## src/rtl/vldrdy_rrarb2to1_if.sv

```systemverilog
// Handshake bundle for the two-requester packet arbiter: two valid/ready
// input channels (payload + last flag) and one registered output channel.
interface vldrdy_rrarb2to1_if #(
   parameter int DW = 32
);
   logic          i_valid_1;
   logic          i_ready_1;
   logic [DW-1:0] i_data_1;
   logic          i_last_1;

   logic          i_valid_2;
   logic          i_ready_2;
   logic [DW-1:0] i_data_2;
   logic          i_last_2;

   logic          o_valid;
   logic          o_ready;
   logic [DW-1:0] o_data;
   logic          o_last;
   logic          o_src;

   // Driving side: requesters plus the downstream consumer.
   modport master (
      output i_valid_1, i_data_1, i_last_1,
      input  i_ready_1,
      output i_valid_2, i_data_2, i_last_2,
      input  i_ready_2,
      input  o_valid, o_data, o_last, o_src,
      output o_ready
   );

   // Arbiter side.
   modport slave (
      input  i_valid_1, i_data_1, i_last_1,
      output i_ready_1,
      input  i_valid_2, i_data_2, i_last_2,
      output i_ready_2,
      output o_valid, o_data, o_last, o_src,
      input  o_ready
   );
endinterface

```

## src/rtl/vldrdy_rrarb2to1.sv

```systemverilog
// Two-to-one packet-granular round-robin arbiter with a single registered
// output slot. A packet, once started, locks the grant until its last beat;
// completing a packet hands priority to the other requester.
module vldrdy_rrarb2to1 #(
   parameter int DW = 32
) (
   input logic                 i_clk,
   input logic                 i_rst,
   vldrdy_rrarb2to1_if.slave   bus
);

   typedef enum logic [1:0] {
      IDLE   = 2'd0,
      LOCK_1 = 2'd1,
      LOCK_2 = 2'd2
   } state_t;

   state_t        state_reg, state_next;
   logic          prio_reg, prio_next;   // 0 = requester 1 wins a tie
   logic          grant_1, grant_2;
   logic          load;
   logic          acc_1, acc_2;

   logic          o_valid_reg;
   logic [DW-1:0] o_data_reg;
   logic          o_last_reg;
   logic          o_src_reg;

   // The slot can take a new beat when it is empty or being drained.
   assign load = ~o_valid_reg | bus.o_ready;

   // Readies are forced low while reset is held so nothing is accepted.
   assign bus.i_ready_1 = load & grant_1 & ~i_rst;
   assign bus.i_ready_2 = load & grant_2 & ~i_rst;

   assign acc_1 = bus.i_valid_1 & bus.i_ready_1;
   assign acc_2 = bus.i_valid_2 & bus.i_ready_2;

   assign bus.o_valid = o_valid_reg;
   assign bus.o_data  = o_data_reg;
   assign bus.o_last  = o_last_reg;
   assign bus.o_src   = o_src_reg;

   // State and priority pointer registers.
   always_ff @(posedge i_clk or posedge i_rst) begin
      if (i_rst) begin
         state_reg <= IDLE;
         prio_reg  <= 1'b0;
      end else begin
         state_reg <= state_next;
         prio_reg  <= prio_next;
      end
   end

   // Next state: lock on a non-final beat, release and pass priority on the last.
   always_comb begin
      state_next = state_reg;
      prio_next  = prio_reg;
      if (acc_1) begin
         if (bus.i_last_1) begin
            state_next = IDLE;
            prio_next  = 1'b1;
         end else begin
            state_next = LOCK_1;
         end
      end else if (acc_2) begin
         if (bus.i_last_2) begin
            state_next = IDLE;
            prio_next  = 1'b0;
         end else begin
            state_next = LOCK_2;
         end
      end
   end

   // Grant decode: arbitrate only in IDLE, otherwise hold the locked source.
   always_comb begin
      grant_1 = 1'b0;
      grant_2 = 1'b0;
      case (state_reg)
         IDLE: begin
            if (bus.i_valid_1 && (!bus.i_valid_2 || !prio_reg))
               grant_1 = 1'b1;
            else if (bus.i_valid_2)
               grant_2 = 1'b1;
         end
         LOCK_1:  grant_1 = 1'b1;
         LOCK_2:  grant_2 = 1'b1;
         default: begin
            grant_1 = 1'b0;
            grant_2 = 1'b0;
         end
      endcase
   end

   // Output slot: capture the accepted beat, empty when nothing arrives, hold when stalled.
   always_ff @(posedge i_clk or posedge i_rst) begin
      if (i_rst) begin
         o_valid_reg <= 1'b0;
         o_data_reg  <= '0;
         o_last_reg  <= 1'b0;
         o_src_reg   <= 1'b0;
      end else if (load) begin
         o_valid_reg <= acc_1 | acc_2;
         if (acc_1) begin
            o_data_reg <= bus.i_data_1;
            o_last_reg <= bus.i_last_1;
            o_src_reg  <= 1'b0;
         end else if (acc_2) begin
            o_data_reg <= bus.i_data_2;
            o_last_reg <= bus.i_last_2;
            o_src_reg  <= 1'b1;
         end
      end
   end

endmodule

```

## src/flat_wrapper.sv

```systemverilog
// flat-port wrapper written by rule: the top's interface ports become plain ports
module vldrdy_rrarb2to1_flat 
#(
   parameter int DW = 32
)
  (i_clk, i_rst, bus_i_valid_1, bus_i_data_1, bus_i_last_1, bus_i_ready_1, bus_i_valid_2, bus_i_data_2, bus_i_last_2, bus_i_ready_2, bus_o_valid, bus_o_data, bus_o_last, bus_o_src, bus_o_ready);
  vldrdy_rrarb2to1_if #(.DW(DW)) bus_i ();
  input logic i_clk;
  input logic i_rst;
  input wire logic [$bits(bus_i.i_valid_1)-1:0] bus_i_valid_1;
  input wire logic [$bits(bus_i.i_data_1)-1:0] bus_i_data_1;
  input wire logic [$bits(bus_i.i_last_1)-1:0] bus_i_last_1;
  output wire logic [$bits(bus_i.i_ready_1)-1:0] bus_i_ready_1;
  input wire logic [$bits(bus_i.i_valid_2)-1:0] bus_i_valid_2;
  input wire logic [$bits(bus_i.i_data_2)-1:0] bus_i_data_2;
  input wire logic [$bits(bus_i.i_last_2)-1:0] bus_i_last_2;
  output wire logic [$bits(bus_i.i_ready_2)-1:0] bus_i_ready_2;
  output wire logic [$bits(bus_i.o_valid)-1:0] bus_o_valid;
  output wire logic [$bits(bus_i.o_data)-1:0] bus_o_data;
  output wire logic [$bits(bus_i.o_last)-1:0] bus_o_last;
  output wire logic [$bits(bus_i.o_src)-1:0] bus_o_src;
  input wire logic [$bits(bus_i.o_ready)-1:0] bus_o_ready;
  assign bus_i.i_valid_1 = bus_i_valid_1;
  assign bus_i.i_data_1 = bus_i_data_1;
  assign bus_i.i_last_1 = bus_i_last_1;
  assign bus_i_ready_1 = bus_i.i_ready_1;
  assign bus_i.i_valid_2 = bus_i_valid_2;
  assign bus_i.i_data_2 = bus_i_data_2;
  assign bus_i.i_last_2 = bus_i_last_2;
  assign bus_i_ready_2 = bus_i.i_ready_2;
  assign bus_o_valid = bus_i.o_valid;
  assign bus_o_data = bus_i.o_data;
  assign bus_o_last = bus_i.o_last;
  assign bus_o_src = bus_i.o_src;
  assign bus_i.o_ready = bus_o_ready;
  vldrdy_rrarb2to1 #(.DW(DW)) u_core (.i_clk(i_clk), .i_rst(i_rst), .bus(bus_i));
endmodule
```

## config.mk

```make
export PLATFORM = sky130hd
export DESIGN_NAME = vldrdy_rrarb2to1_flat
export DESIGN_NICKNAME = d
export VERILOG_FILES = /design/src/rtl/vldrdy_rrarb2to1_if.sv /design/src/rtl/vldrdy_rrarb2to1.sv /design/src/flat_wrapper.sv
export SDC_FILE = /design/constraint.sdc
export NUM_CORES = 1
export LEC_CHECK = 0
export ABC_AREA = 1
export CELL_PAD_IN_SITES_DETAIL_PLACEMENT = 0
export CELL_PAD_IN_SITES_GLOBAL_PLACEMENT = 1
export CORE_MARGIN = 5
export CORE_UTILIZATION = 31
export CTS_BUF_LIST = sky130_fd_sc_hd__clkbuf_4
export DETAILED_ROUTE_END_ITERATION = 10
export PLACE_DENSITY_LB_ADDON = 0.05
export RECOVER_POWER = 25
export SLEW_MARGIN = 25
export SYNTH_ARGS = -nofsm -noshare
export SYNTH_HDL_FRONTEND = slang
export SYNTH_SLANG_ARGS = --single-unit
```

## constraint.sdc

```tcl
create_clock -name i_clk -period 8.45 [get_ports i_clk]
set_clock_uncertainty 0.1 [all_clocks]
set_input_delay 2.1125 -clock i_clk [delete_from_list [all_inputs] [get_ports i_clk]]
set_output_delay 2.1125 -clock i_clk [all_outputs]
set_load 0.01 [all_outputs]
```

## Yosys cells after proc, flatten, opt, wreduce, memory -nomap -nowiden

Cells that the tools add are included.

| word-level totals | value |
|---|---|
| bits in registers | 38 |
| output and inout bits | 37 |
| logic and storage cells | 47 |

| operators by class | value |
|---|---|
| equality and inequality tests | 3 |
| multiplexer cells | 19 |
| bitwise operators | 10 |
| reductions and logical operators | 9 |

Operators with widths:

| kind | count |
|---|---|
| 32-bit 2-to-1 mux | 2 |
| 1-bit 2-to-1 mux | 12 |
| 1-bit bitwise AND | 6 |
| 2-bit 2-to-1 mux | 3 |
| 1-bit case mux with 2 select lines | 2 |
| 2-bit nonzero test | 2 |
| 3-bit AND reduction | 1 |
| 2-bit by 1-bit equality test with 1-bit output, second input constant | 1 |
| 2-bit equality test, second input constant | 1 |
| 1-bit logical NOT | 2 |
| 2-bit logical NOT | 1 |
| 2-bit != test, second input constant | 1 |
| 1-bit NOT | 2 |
| 1-bit bitwise OR | 2 |
| 2-bit AND reduction | 1 |
| 1-bit logical AND | 1 |
| 1-bit logical OR | 1 |

## Depth between registers and ports, before layout

Gate-level depths: netlist (run 1).

| logic depth | value |
|---|---|
| depth in word-level cells | 10 |
| mapped depth | 10 |
| depth with buffers taken out | 9 |

## Worst setup path before layout (run 1)

No wires, ideal clock.

| timing path | value |
|---|---|
| path type | input -> output |
| start point | input i_rst |
| end point | output bus_i_ready_2 |
| arrival time | 3.542 ns |
| slack | 2.696 ns |
| stages | 4 |
| path buffers | 0 |
| cell sequence | inv_1 nand2_1 nor2_1 and2_1 |

| between the ends | value |
|---|---|
| word-level cells in the longest chain between the ends | 2 |

Ends and longest elaborated chain:

| what | line | text |
|---|---|---|
| start, declared | flat_wrapper.sv:9 | `input logic i_rst;` |
| 1-bit NOT | vldrdy_rrarb2to1.sv:34 | `assign bus.i_ready_2 = load & grant_2 & ~i_rst;` |
| 1-bit bitwise AND | vldrdy_rrarb2to1.sv:34 |  |
| end, declared | flat_wrapper.sv:17 | `output wire logic [$bits(bus_i.i_ready_2)-1:0] bus_i_ready_2;` |

No other way between the ends.

## Worst setup path after layout (run 1)

Same ends and word-level chain as after synthesis.

==> results of run 1 <==
## cells in the mapped netlist
master    number
nand2_4        1
inv_1         40
dfrtp_1       38
and2_1         1
buf_6          9
nand2_2        2
buf_2          2
o21ai_0        1
nand4_1        1
nor2_1         3
buf_4          2
o211ai_2      29
nand3_1        1
nand3_4        1
o21ai_1        1
nand2_1      110
nand3_2        1
o211ai_1       3
inv_4          1
nor2_4         1
## worst max path at each step
stage | start | endpoint | slack (ns) | cells past startpoint
3_3_place_gp | bus_o_ready | bus_i_ready_2 | 2.65 | 7
3_5_place_dp | bus_o_ready | bus_i_ready_2 | 2.64 | 7
4_1_cts | bus_o_ready | bus_i_ready_2 | 2.64 | 7
2_1_floorplan | i_rst | bus_i_ready_2 | 2.70 | 4
5_1_grt | i_rst | bus_i_ready_2 | 2.46 | 6
6_report | i_rst | bus_i_ready_2 | 2.60 | 6
## where the power goes
group	switching, uW	leakage [uW]	internal, uW	total [uW]
Clock	58.5	0.0000463	69.3	128
Combinational	209	0.00117	229	437
Sequential	44.7	0.000471	267	312
Total	312	0.00169	565	877
## final cells by class
cell class / instances / area [um2] / area share [%]
clock buffer: 7 / 52.6 / 1.61
multi-input combinational: 156 / 900 / 27.6
sequential: 38 / 951 / 29.1
timing repair buffer: 108 / 1070 / 32.9
clock inverter: 1 / 30.0 / 0.920
tap: 80 / 100 / 3.07
inverter: 41 / 156 / 4.79
## routing by layer
layer / global-route usage, % / part of all wire [%] / routed length, um / vias to the layer above
met4: 3.30 / 0.88 / 48 / 0
met1: 16.1 / 46 / 2500 / 838
met5: 0 / 0 / 0 / -
met2: 20.9 / 45 / 2480 / 63
li1: - / - / - / 968
met3: 4.71 / 8.1 / 445 / 5
## through the flow
| step | power (uW) | cells | setup slack [ns] | util (%) | instance area (um2) |
|---|---|---|---|---|---|
| after floorplan | 541 | 248 | 2.70 | - | 2130 |
| after global placement | 762 | 423 | 2.65 | 47.1 | 3190 |
| after detailed placement | 764 | 423 | 2.64 | 47.1 | 3190 |
| after CTS | 896 | 431 | 2.64 | 48.4 | 3270 |
| after global routing | 947 | 431 | 2.46 | 48.3 | 3260 |
| final | 877 | 431 | 2.60 | 48.3 | 3260 |
## kinds of logic after synthesis
| group | after synthesis |
|---|---|
| DFF | 38 |
| buffers and inverters | 54 |
| AOI/OAI and AO/OA | 34 |
| and+or+nand+nor | 122 |
## worst register-to-register path, stage by stage (launching register included)
cell and delay, ns:
dfrtp_1 0.41, nand2_2 0.08, nand2_1 0.10, nor2_4 0.14, nand3_4 0.65, nand2_4 0.84, inv_4 0.32, nand2_1 0.15
nand2_1 0.06
==> results.toml, run 1 <==
[yosys]
seq_area_frac_synth_pct = 44.6
ys.warnings.count = 0
syn_area_um2 = 2130
synthMuxAreaShare_pct = 0
synth_top_family_by_area = "simple AND/OR/NAND/NOR gates"
synth_compound_area_share_pct = 18.5
yosysTopAreaCell = "dfrtp_1"
synth_cell_types = 20
synthAdderAreaFrac_pct = 0
synth.area.top_cells = "dfrtp_1, nand2_1, o211ai_2, inv_1, buf_6"
synth_top_area_share_pct = 44.6
synth-xor-area-share_pct = 0
syn_area_per_cell_um2 = 8.60
yosys.area_share.simple_pct = 23.6
synth-seq-cells = 38
syn_inst = 248
postSynthNetCount = 319

[critical_path]
crit_path_cell_trace = "dlygate4sd3_1 -> clkinv_1 -> nand2_1 -> nor2_1 -> and2_1 -> clkdlybuf4s50_1"
critPathLaunchType = "primary input"
critical-path-top-delay-family = "buffers and inverters"
cp_max_fo = 2
cp-end-kind = "output pin"
r2r_start = "u_core.bus.o_valid"
crit_path_top_delay_cell = "dlygate4sd3_1"
slowest_delay_ns = 0.54
worstRegToRegCells = 8
cp_num_buf_inv = 3
reg2reg_slack_ns = 5.48
rr_endpoint = "u_core.bus.o_data[16]"
critPathKind = "in2out"
crit_required_ns = 6.24
worst_ep_arrival_time_ns = 3.64

[timing]
maxSlewViolCount = 39
period_share_pct = 69.2
worst_pin_slew_ns = 2.08
tns_ns = 0
fin_hold_ws_ns = 0.386
period_needed_ns = 5.85
hold_viol = 0
fmax_mhz = 171
slew_headroom_pct = -38.8
setup_violations = 0
rsz0062_at_grt = "no"

[grt]
grt_max_degree = 68
grt_usage_pct = 12.9
grt_pass1_vias = 1847
grt_pass1_wl_um = 8810
antenna_found_initial = 0
grt_overflow = 0

[hold_path]
hold_end = "u_core.bus.o_data[8]"
hp-class = "reg2reg"
hold_path_startpoint = "u_core.bus.o_data[8]"
hold_depth = 2

[clocking]
htree_num_levels = 2
cts_buffers = 5
hold_buffers = 0
clk_path_buf_depth = 2
cts-root-buf = "clkbuf_4"
tritoncts = "built"
clock_latency_ns = 0.33
clk_pin_slew_worst_paths_ns = 0.11
clock_sinks = 38
postCtsResizedCells = 0
post_cts_buffers = 0

[drt]
detail-route-antenna-nets = 0
drt_iter0_drc = 41
vias = 1874
first_pass_iters = 4
drt-total-wl_um = 5480
drc = 0
vias_per_cell = 4.35
wl_per_cell_um = 12.7

[die]
rows = 30
ioPinCount = 108
core_area_um2 = 6760
dieHeight_um = 93.0
die_width_um = 93.0
start_util_pct = 31.6
dieArea_um2 = 8640

[status]
violations = "capacitance limit, slew limit"
status = "finished with violations"

[power]
ir_drop_mv = 0.164
powerDensity_nw_per_um2 = 269
p_leak_uw = 0.00169

[final_layout]
n_fill_cell = 676
final_cell_mix = "nand2_1, clkdlybuf4s50_1, inv_1"
fin_nets = 421
layout_commonest_cell = "nand2_1"
antenna_cells = 0
syn_to_final_growth_pct = 53.0
largest_register_ffs = 32
drive_gt1_share_pct = 12.5

[job]
max_cap_viol_count = 1

[place]
dp_hpwl_um = 3900
io_buffers = 107
gp_congestion = 0.729
(Power assumes the default switching activity.)
==> run 2, diff against run 1 <==
Settings changed: CORE_UTILIZATION 31 to 29.
Clock period 8.45 ns to 5.52 ns, I/O delays scaled along.
==> results.toml, run 2 (synthesis results as in run 1) <==
[clocking]
tritoncts = "built"
clock_sinks = 38
cts-root-buf = "clkbuf_4"
postCtsResizedCells = 0
post_cts_buffers = 0
htree_num_levels = 2
clk_pin_slew_worst_paths_ns = 0.11
clock_latency_ns = 0.33
cts_buffers = 5
clk_path_buf_depth = 2
hold_buffers = 0

[critical_path]
cp_num_buf_inv = 3
cp_max_fo = 2
crit_path_cell_trace = "dlygate4sd3_1 -> inv_1 -> nand2_1 -> nor2_1 -> and2_1 -> clkdlybuf4s50_1"
crit_required_ns = 4.04
critical-path-top-delay-family = "buffers and inverters"
worst_ep_arrival_time_ns = 2.95
crit_path_top_delay_cell = "dlygate4sd3_1"
critPathKind = "in2out"
critPathLaunchType = "primary input"
cp-end-kind = "output pin"
slowest_delay_ns = 0.53

[job]
max_cap_viol_count = 1

[timing]
maxSlewViolCount = 39
period_share_pct = 80.2
tns_ns = 0
setup_violations = 0
slew_headroom_pct = -38.4
period_needed_ns = 4.43
hold_viol = 0
rsz0062_at_grt = "no"
fmax_mhz = 226
worst_pin_slew_ns = 2.08

[final_layout]
fin_nets = 422
antenna_cells = 0
syn_to_final_growth_pct = 53.1
fin_util_pct = 45.3
largest_register_ffs = 32
final_cell_mix = "nand2_1, clkdlybuf4s50_1, inv_1"
fin_area_um2 = 3270
stdcell_count = 451
layout_commonest_cell = "nand2_1"
drive_gt1_share_pct = 12.5

[grt]
grt_pass1_vias = 1918
grt_usage_pct = 12.7
grt_max_degree = 67
antenna_found_initial = 0
grt_overflow = 0
grt_pass1_wl_um = 9030

[drt]
detail-route-antenna-nets = 0
vias_per_cell = 4.15
vias = 1871
drt_iter0_drc = 45
wl_per_cell_um = 12.6
first_pass_iters = 6
drt-total-wl_um = 5680
drc = 0

[die]
dieArea_um2 = 9170
core_area_um2 = 7210
rows = 31
dieHeight_um = 95.8
start_util_pct = 29.6
ioPinCount = 108
die_width_um = 95.8

[power]
powerDensity_nw_per_um2 = 396
ir_drop_mv = 0.266
p_leak_uw = 0.00168

[place]
dpl.cell_count = 443
dp_hpwl_um = 3990
io_buffers = 107
gp_congestion = 0.750
placed_cell_area_um2 = 3220

[status]
status = "finished with violations"
violations = "capacitance limit, slew limit"

[hold_path]
hp-class = "reg2reg"
run 2: changes by cell type in the layout (fill, tap and decap cells not counted):
cell | previous run | this run
buf_4 | 0 | 1
clkinv_2 | 0 | 1
inv_1 | 39 | 40
clkbuf_4 | 7 | 6
bufinv_16 | 1 | 0
run 2: routing by layer:
layer	vias up	track usage (%)	routed length (um)
met5	-	0	0
met4	0	3.55	61
met3	7	4.69	497
met2	62	20.4	2650
met1	832	15.9	2470
li1	970	-	-
run 2: area by class of cell:
type	instances	area (um2)
clock buffer	6	45.0
fill	750	3950
multi-input combinational	156	900
timing repair buffer	109	1080
sequential	38	951
inverter	41	156
tap	99	124
clock inverter	2	8.76
run 2: worst register-to-register path: cells and delay by family (launching register included):
kind                   cells  cell delay, ns
AOI/OAI and AO/OA          1            0.08
DFF                        1            0.40
buffers and inverters      1            0.32
and+or+nand+nor            6            1.03
run 2: path summary, 6_finish.rpt:
check | from | to | slack (ns) | cells past startpoint
setup reg to reg | u_core.bus.o_valid | u_core.state_reg[1] | 3.47 | 8
max in group asynchronous | i_rst | u_core.bus.o_data[30] | 1.95 | 3
hold reg to reg | u_core.bus.o_data[17] | u_core.bus.o_data[17] | 0.39 | 2
min in group asynchronous | i_rst | u_core.bus.o_data[6] | 2.19 | 3
setup / recovery | i_rst | bus_i_ready_2 | 1.09 | 6
hold / removal | u_core.bus.o_data[17] | u_core.bus.o_data[17] | 0.39 | 2
run 2: per-stage QoR:
step	hold WS [ns]	total power, uW	setup slack (ns)
after floorplan	0.342	828	1.23
after global placement	0.360	1170	1.18
after detailed placement	0.364	1170	1.17
after CTS	0.394	1330	1.16
after global routing	0.413	1410	1.04
final	0.389	1290	1.09
run 2: report_power, final:
group / internal, uW / total [uW] / switching, uW
Combinational: 350 / 674 / 323
Sequential: 409 / 476 / 67.3
Clock: 52.9 / 143 / 89.9
==> run 3, diff against run 2 <==
Settings changed: CORE_UTILIZATION 29 to 26.
Clock period 5.52 ns to 3.9 ns, I/O delays scaled along.
==> results.toml, run 3 (synthesis results as in run 1) <==
[power]
ir_drop_mv = 0.243
p_switching_uw = 689
p_int_uw = 1160
seqPwrFrac_pct = 36.7
swShare_pct = 37.2
p_clk_share_pct = 11.2
p_comb_share_pct = 52.0
p_leak_uw = 0.00169
powerDensity_nw_per_um2 = 562

[drt]
drt-total-wl_um = 5910
drc = 0
wl_per_cell_um = 12.9
vias_per_cell = 4.10
vias = 1875
drt_iter0_drc = 38
detail-route-antenna-nets = 0
first_pass_iters = 4

[clocking]
cts_buffers = 5
clk_path_buf_depth = 2
clk_pin_slew_worst_paths_ns = 0.10
hold_buffers = 0
clock_sinks = 38
tritoncts = "built"
clock_latency_ns = 0.33
postCtsResizedCells = 0
cts-root-buf = "clkbuf_4"
post_cts_buffers = 0
htree_num_levels = 2

[critical_path]
crit_path_end = "bus_i_ready_2"
rr_endpoint = "u_core.state_reg[1]"
reg2reg_slack_ns = 1.97
crit_path_start = "i_rst"
crit_path_cell_trace = "dlygate4sd3_1 -> inv_1 -> nand2_1 -> nor2_1 -> and2_1 -> clkdlybuf4s50_1"
cp_num_cells = 6
slowest_delay_ns = 0.53
cp_num_buf_inv = 3
crit_path_top_delay_cell = "dlygate4sd3_1"
r2r_start = "u_core.bus.o_valid"
worstRegToRegCells = 8
crit_required_ns = 2.82
critical-path-top-delay-family = "buffers and inverters"
cp_max_fo = 2
cp-end-kind = "output pin"
critPathKind = "in2out"
worst_ep_arrival_time_ns = 2.55
critPathLaunchType = "primary input"

[grt]
grt.busiest_layer = "met2"
met2_usage_pct = 19.2
grt_max_degree = 67
grt_usage_pct = 12.1
grt_util_met1_pct = 15.6
antenna_found_initial = 0
grt_overflow = 0
gr-usage-met3_pct = 4.22
grt_pass1_wl_um = 9620
grt_pass1_vias = 1854

[die]
die_width_um = 101
ioPinCount = 108
start_util_pct = 26.4
rows = 33
core_area_um2 = 8090
dieArea_um2 = 10100
dieHeight_um = 101

[final_layout]
syn_to_final_growth_pct = 54.4
fin_area_um2 = 3290
final_cell_mix = "nand2_1, clkdlybuf4s50_1, inv_1"
antenna_cells = 0
fin_nets = 423
largest_register_ffs = 32
layout_commonest_cell = "nand2_1"
drive_gt1_share_pct = 12.8

[place]
dp_hpwl_um = 4180
placed_cell_area_um2 = 3240
io_buffers = 107
gp_congestion = 0.752

[timing]
rsz0062_at_grt = "no"
setup_violations = 0
fin_hold_ws_ns = 0.388
worst_pin_slew_ns = 2.09
slew_headroom_pct = -39.2
hold_viol = 0
tns_ns = 0
fmax_mhz = 276
maxSlewViolCount = 39
period_needed_ns = 3.62
period_share_pct = 92.9

[status]
violations = "capacitance limit, slew limit"
status = "finished with violations"

[hold_path]
hp-class = "reg2reg"

[job]
max_cap_viol_count = 1
-- run 3: layout make-up --
type | instances | area (um2)
clock buffer | 7 | 52.6
sequential | 38 | 951
tap | 105 | 131
multi-input combinational | 156 | 900
inverter | 41 | 156
fill | 834 | 4800
timing repair buffer | 110 | 1100
-- run 3: per-layer routing --
layer | vias to the layer above | share of wire, %
li1 | 974 | -
met1 | 833 | 45
met2 | 63 | 46
met3 | 5 | 7.8
met4 | 0 | 1.1
met5 | - | 0
-- run 3: worst reg2reg max path: stages, from the launching register on --
cell	delay (ns)
dfrtp_1	0.41
nand2_2	0.08
nand2_1	0.10
nor2_1	0.16
nand3_2	0.11
nand2_4	0.37
inv_4	0.28
nand2_1	0.12
o21ai_0	0.08
-- run 3: stage by stage --
stage | worst slack, ns | total power (uW) | instances | util, %
6_report | 0.278 | 1850 | 457 | 40.7
5_1_grt | 0.158 | 2010 | 457 | 40.7
4_1_cts | 0.342 | 1900 | 457 | 40.7
3_5_place_dp | 0.343 | 1680 | 450 | 40.1
3_3_place_gp | 0.349 | 1670 | 450 | 40.1
2_1_floorplan | 0.421 | 1170 | 248 | -
-- run 3: worst min path at each step --
stage	start	endpoint	cells past startpoint
finish	u_core.bus.o_data[7]	u_core.bus.o_data[7]	2
global route	u_core.bus.o_data[12]	u_core.bus.o_data[12]	2
CTS	u_core.bus.o_data[1]	u_core.bus.o_data[1]	2
detailed placement	u_core.bus.o_data[1]	u_core.bus.o_data[1]	2
global placement	u_core.bus.o_data[3]	u_core.bus.o_data[3]	2
floorplan	u_core.prio_reg	u_core.prio_reg	2
-- run 3: power by group through the flow --
stage	Sequential [uW]	Combinational (uW)	Clock, uW
2_1_floorplan	764	407	0
3_3_place_gp	686	986	0
3_5_place_dp	688	991	0
4_1_cts	683	992	220
5_1_grt	708	1070	237
6_report	680	963	208
==> edit 1: new RTL, flow settings as in run 3 <==
`DW` is set to 32 in 3 places; all go to 48.
--- a/src/rtl/vldrdy_rrarb2to1_if.sv
+++ b/src/rtl/vldrdy_rrarb2to1_if.sv
@@ -1,7 +1,7 @@
 // Handshake bundle for the two-requester packet arbiter: two valid/ready
 // input channels (payload + last flag) and one registered output channel.
 interface vldrdy_rrarb2to1_if #(
-   parameter int DW = 32
+   parameter int DW = 48
 );
    logic          i_valid_1;
    logic          i_ready_1;
--- a/src/rtl/vldrdy_rrarb2to1.sv
+++ b/src/rtl/vldrdy_rrarb2to1.sv
@@ -2,7 +2,7 @@
 // output slot. A packet, once started, locks the grant until its last beat;
 // completing a packet hands priority to the other requester.
 module vldrdy_rrarb2to1 #(
-   parameter int DW = 32
+   parameter int DW = 48
 ) (
    input logic                 i_clk,
    input logic                 i_rst,
--- a/src/flat_wrapper.sv
+++ b/src/flat_wrapper.sv
@@ -1,7 +1,7 @@
 // flat-port wrapper written by rule: the top's interface ports become plain ports
 module vldrdy_rrarb2to1_flat 
 #(
-   parameter int DW = 32
+   parameter int DW = 48
 )
   (i_clk, i_rst, bus_i_valid_1, bus_i_data_1, bus_i_last_1, bus_i_ready_1, bus_i_valid_2, bus_i_data_2, bus_i_last_2, bus_i_ready_2, bus_o_valid, bus_o_data, bus_o_last, bus_o_src, bus_o_ready);
   vldrdy_rrarb2to1_if #(.DW(DW)) bus_i ();
Ports: changed (resized bus_i_data_1, bus_i_data_2 and bus_o_data); port bits go from 108 to 156. The function was not compared with the original's and may differ.
==> edit 1 against run 3 <==
Non-clock buffer count is 51 higher. Clock power is 49% higher. Critical endpoint unchanged. Worst setup slack worse by 0.012 ns. Area after synthesis is 33% higher. Final area is 39% higher. Total power is 41% higher. Sequential cell count is 16 higher. Via count is 43% higher. Largest power group unchanged. Wire length is 38% higher.
==> edit 1: results (changes against run 3) <==
| Metric | Value |
|---|---|
| Status | `complete, no violations (was complete, but fails checks)` |
| Initial DRC count | `99 (was 38)` |
| Largest register FFs | `48 (was 32)` |
| Largest net degree at the start of global routing | `55 (was 67)` |
| List of most frequent post-synthesis cells | `nand2_1 (159), dfrtp_1 (54), inv_1 (54) (was nand2_1 (110), inv_1 (40), dfrtp_1 (38))` |
| Sequential share of the synthesized area | `0.4779 (was 0.4457)` |
| Met3 wire len | `646 um (was 462 um)` |
| Final wirelength | `8185 um (was 5914 um)` |
| Clock Latency Late Sink | `0.37 ns (was 0.33 ns)` |
| Layout cells sized above 1 | `0.07800 (was 0.1278)` |
| Via Count | `2678 (was 1875)` |
| Syn nets | `454 (was 319)` |
| Synth cell types | `19 (was 20)` |
| Filler Cells Inserted | `1119 (was 834)` |
| CP peak stage delay | `0.57 ns (was 0.53 ns)` |
| Worst-margin pin slew | `1.372 ns (was 2.088 ns)` |
| Pleak | `2.348 nW (was 1.692 nW)` |
| DR WL met2 | `3823 um (was 2714 um)` |
| Slowest-stage cell, CP | `clkdlybuf4s50_1 (was dlygate4sd3_1)` |
| DP HPWL | `6172 um (was 4183 um)` |
| Post-Route M1 WL | `3658 um (was 2669 um)` |
| Cells after synthesis | `351 (was 248)` |
| First-pass GRT wire length | `13300 um (was 9618 um)` |
| Post-Place Cells | `632 (was 450)` |
| Worst Path Arrival | `2.56 ns (was 2.55 ns)` |
edit 1: cell types whose count changed after synthesis, sizes merged:
cell / run 3 / this run
buf: 13 / 17
clkbuf: 0 / 3
dfrtp: 38 / 54
inv: 41 / 57
nand2: 113 / 161
o211ai: 32 / 48
edit 1: cell families after synthesis:
kind of cell | share of synthesized area
compound gates | 0.1646
buf+inv | 0.1181
flops | 0.4779
simple gates | 0.2394
edit 1: worst paths after layout:
check	from	to	slack (ns)	depth (start not counted)
min in group asynchronous	i_rst	u_core.bus.o_data[2]	1.39	3
max in group asynchronous	i_rst	u_core.bus.o_data[10]	1.44	3
setup / recovery	i_rst	bus_i_ready_2	0.27	6
hold / removal	u_core.bus.o_data[29]	u_core.bus.o_data[29]	0.39	2
hold reg to reg	u_core.bus.o_data[29]	u_core.bus.o_data[29]	0.39	2
setup reg to reg	u_core.bus.o_valid	u_core.bus.o_data[5]	2.04	9
edit 1: metal layers:
layer  vias up  global-route usage
met2        98              0.2119
met1      1189              0.1564
met4         0             0.02850
li1       1387                   -
met3         4             0.03858
met5         -                   0
edit 1: critical path, delay by kind of cell:
| kind | cells | cell delay [ns] |
|---|---|---|
| buf+inv | 3 | 1.17 |
| simple gates | 3 | 0.40 |
edit 1: layout make-up:
cell class / instances / area (sq um) / area share
clock inverters: 3 / 40.04 / 0.008767
well taps: 140 / 175.2 / 0.03836
multi-input cells: 220 / 1142 / 0.2501
inverters: 57 / 214.0 / 0.04685
flip-flops and latches: 54 / 1351 / 0.2959
clock buffers: 5 / 37.54 / 0.008219
repair buffers: 161 / 1607 / 0.3518
edit 1: power groups by stage:
stage	Clock [mW]	Combinational, mW	Sequential, mW
detailed placement	0	1.39	0.967
floorplan	0	0.502	1.09
finish	0.310	1.35	0.957
global placement	0	1.39	0.962
global route	0.348	1.49	0.993
CTS	0.330	1.39	0.959
edit 1: per-stage QoR:
step                hold slack (ns)  setup WS, ns
detailed placement           0.3651        0.3069
global placement             0.3620        0.3208
floorplan                    0.3417        0.6662
finish                       0.3940        0.2664
CTS                          0.4019        0.3010
global route                 0.4146        0.1725
==> edit 2: new RTL, config.mk and constraints of run 3 <==
Without the edit above. Encoding of `state_t`: now one-hot (3 bits for 3 states).
--- a/src/rtl/vldrdy_rrarb2to1.sv
+++ b/src/rtl/vldrdy_rrarb2to1.sv
@@ -9,10 +9,10 @@
    vldrdy_rrarb2to1_if.slave   bus
 );
 
-   typedef enum logic [1:0] {
-      IDLE   = 2'd0,
-      LOCK_1 = 2'd1,
-      LOCK_2 = 2'd2
+   typedef enum logic [2:0] {
+      IDLE   = 3'b001,
+      LOCK_1 = 3'b010,
+      LOCK_2 = 3'b100
    } state_t;
 
    state_t        state_reg, state_next;
Function: no difference found for any inputs over 10 cycles, from zero or initial values and one cycle with i_rst high; not proved beyond that.
==> edit 2 against run 3 <==
The flow still finishes with violations (max-capacitance violations, max-slew violations). Combinational power up 0.8%. Wire length grew 0.95%. Critical path type unchanged. Final area increased by 1.5%. Total power rose by 1.1%. Sequential share of layout area up 0.36 points. Die area is 2.2% higher. Fmax increased by 0.79%. Worst hold slack is essentially flat. Sequential cell count grew 1. Sequential power rose by 2%. Area after synthesis grew 2.4%. Largest power group unchanged. Worst setup slack better by 0.028 ns.
==> edit 2: results (changes against run 3) <==
| Metric | Value |
|---|---|
| Post-Place Cells | `458 (was 450)` |
| Failing checks | `max-capacitance violations, max-slew violations (unchanged)` |
| Worst reg2reg setup slack | `1.41 ns (was 1.97 ns)` |
| Nets | `431 (was 423)` |
| List of most frequent post-synthesis cells | `nand2_1 (111), inv_1 (41), dfrtp_1 (38) (was nand2_1 (110), inv_1 (40), dfrtp_1 (38))` |
| Crit-path max FO | `4 (was 2)` |
| Avg Synthesized Cell Area | `8.534 sq um (was 8.602 sq um)` |
| Worst hold path depth | `2 (unchanged)` |
| Via/cell ratio | `4.116 (was 4.103)` |
| DP HPWL | `4248 um (was 4183 um)` |
| Final Wtd Congestion | `0.6837 (was 0.7519)` |
| Filler Cells Inserted | `861 (was 834)` |
| Compound-Gate Fraction of Synth Area | `0.1913 (was 0.1853)` |
| Syn nets | `327 (was 319)` |
| Pleak | `1.732 nW (was 1.692 nW)` |
| Slew Limit Fails | `40 (was 39)` |
| Sequential share of the synthesized area | `0.4473 (was 0.4457)` |
| Worst-margin pin slew | `1.544 ns (was 2.088 ns)` |
| Placed Area | `3289 sq um (was 3244 sq um)` |
| Synth top area cells | `dfrtp_1 (44%), nand2_1 (19%), o211ai_2 (17%) (was dfrtp_1 (45%), nand2_1 (19%), o211ai_2 (17%))` |
| Final wirelength | `5970 um (was 5914 um)` |
| Layout cells sized above 1 | `0.1219 (was 0.1278)` |
| Peak VDD IR | `0.2089 mV (was 0.2430 mV)` |
| Vias in the first global route | `1924 (was 1854)` |
| CP peak stage delay | `0.56 ns (was 0.53 ns)` |
| Gr usage total | `0.1149 (was 0.1207)` |
| Wire per inst | `12.81 um (was 12.94 um)` |
| Main synth FF type | `dfrtp_1 (unchanged)` |
| First-pass GRT wire length | `9246 um (was 9618 um)` |
| Status | `complete, but fails checks (unchanged)` |
| Max Cap Viol | `1 (unchanged)` |
| First-pass iteration count of the detailed router | `4 (unchanged)` |
| Largest net degree at the start of global routing | `41 (was 67)` |
| Initial DRC count | `31 (was 38)` |
| R2R depth | `9 (was 8)` |
| Slowest-stage cell, CP | `clkdlybuf4s50_1 (was dlygate4sd3_1)` |
[edit 2: changes by cell type after synthesis, sizes merged]
cell    delta
a21boi     +1
a21oi      +2
and2       -1
buf        -1
clkbuf     +1
dfstp      +1
inv        +2
nand3      +1
nand3b     +1
o21ai      +1
[edit 2: layout make-up]
type | instances | area share
inverters | 43 | 0.04830
repair buffers | 110 | 0.3310
clock inverters | 2 | 0.002246
well taps | 105 | 0.03931
flip-flops and latches | 39 | 0.2924
multi-input cells | 161 | 0.2733
clock buffers | 6 | 0.01348
[edit 2: cell families after synthesis]
| kind of cell | after synthesis |
|---|---|
| flops | 39 |
| buf+inv | 56 |
| simple gates | 123 |
| compound gates | 38 |
[edit 2: metal layers]
| metal | vias to the layer above | GRT usage | routed length (um) |
|---|---|---|---|
| li1 | 1002 | - | - |
| met1 | 848 | 0.1464 | 2617 |
| met2 | 63 | 0.1821 | 2727 |
| met3 | 5 | 0.04270 | 562 |
| met4 | 0 | 0.03374 | 63 |
| met5 | - | 0 | 0 |
[edit 2: worst paths after layout]
kind | start | endpoint
setup / recovery | bus_i_valid_1 | bus_i_ready_1
hold / removal | u_core.bus.o_data[13] | u_core.bus.o_data[13]
setup reg to reg | u_core.state_reg[0] | u_core.state_reg[2]
hold reg to reg | u_core.bus.o_data[13] | u_core.bus.o_data[13]
max in group asynchronous | i_rst | u_core.bus.o_data[3]
min in group asynchronous | i_rst | u_core.prio_reg
[edit 2: worst reg2reg max path, cell delays in order, from the launching register on]
cell	delay [ns]
dfstp_2	0.54
nand2_1	0.05
nor2_1	0.12
nand2_1	0.08
nand2_2	0.10
nand3_4	0.32
nand2_4	0.45
inv_2	0.38
nand2_1	0.13
o21ai_0	0.08
[edit 2: where the power goes]
part	internal (mW)	switching [mW]	total [mW]
Combinational	0.502	0.469	0.971
Clock	0.0739	0.134	0.208
Sequential	0.595	0.0976	0.692
[edit 2: stage by stage]
step | setup WS [ns] | util | hold slack (ns)
6_report | 0.3066 | 0.4067 | 0.3875
5_1_grt | 0.2109 | 0.4067 | 0.4088
3_3_place_gp | 0.3191 | 0.4003 | 0.3615
3_5_place_dp | 0.2880 | 0.4003 | 0.3648
4_1_cts | 0.2901 | 0.4067 | 0.3960
2_1_floorplan | 1.336 | - | 0.3638
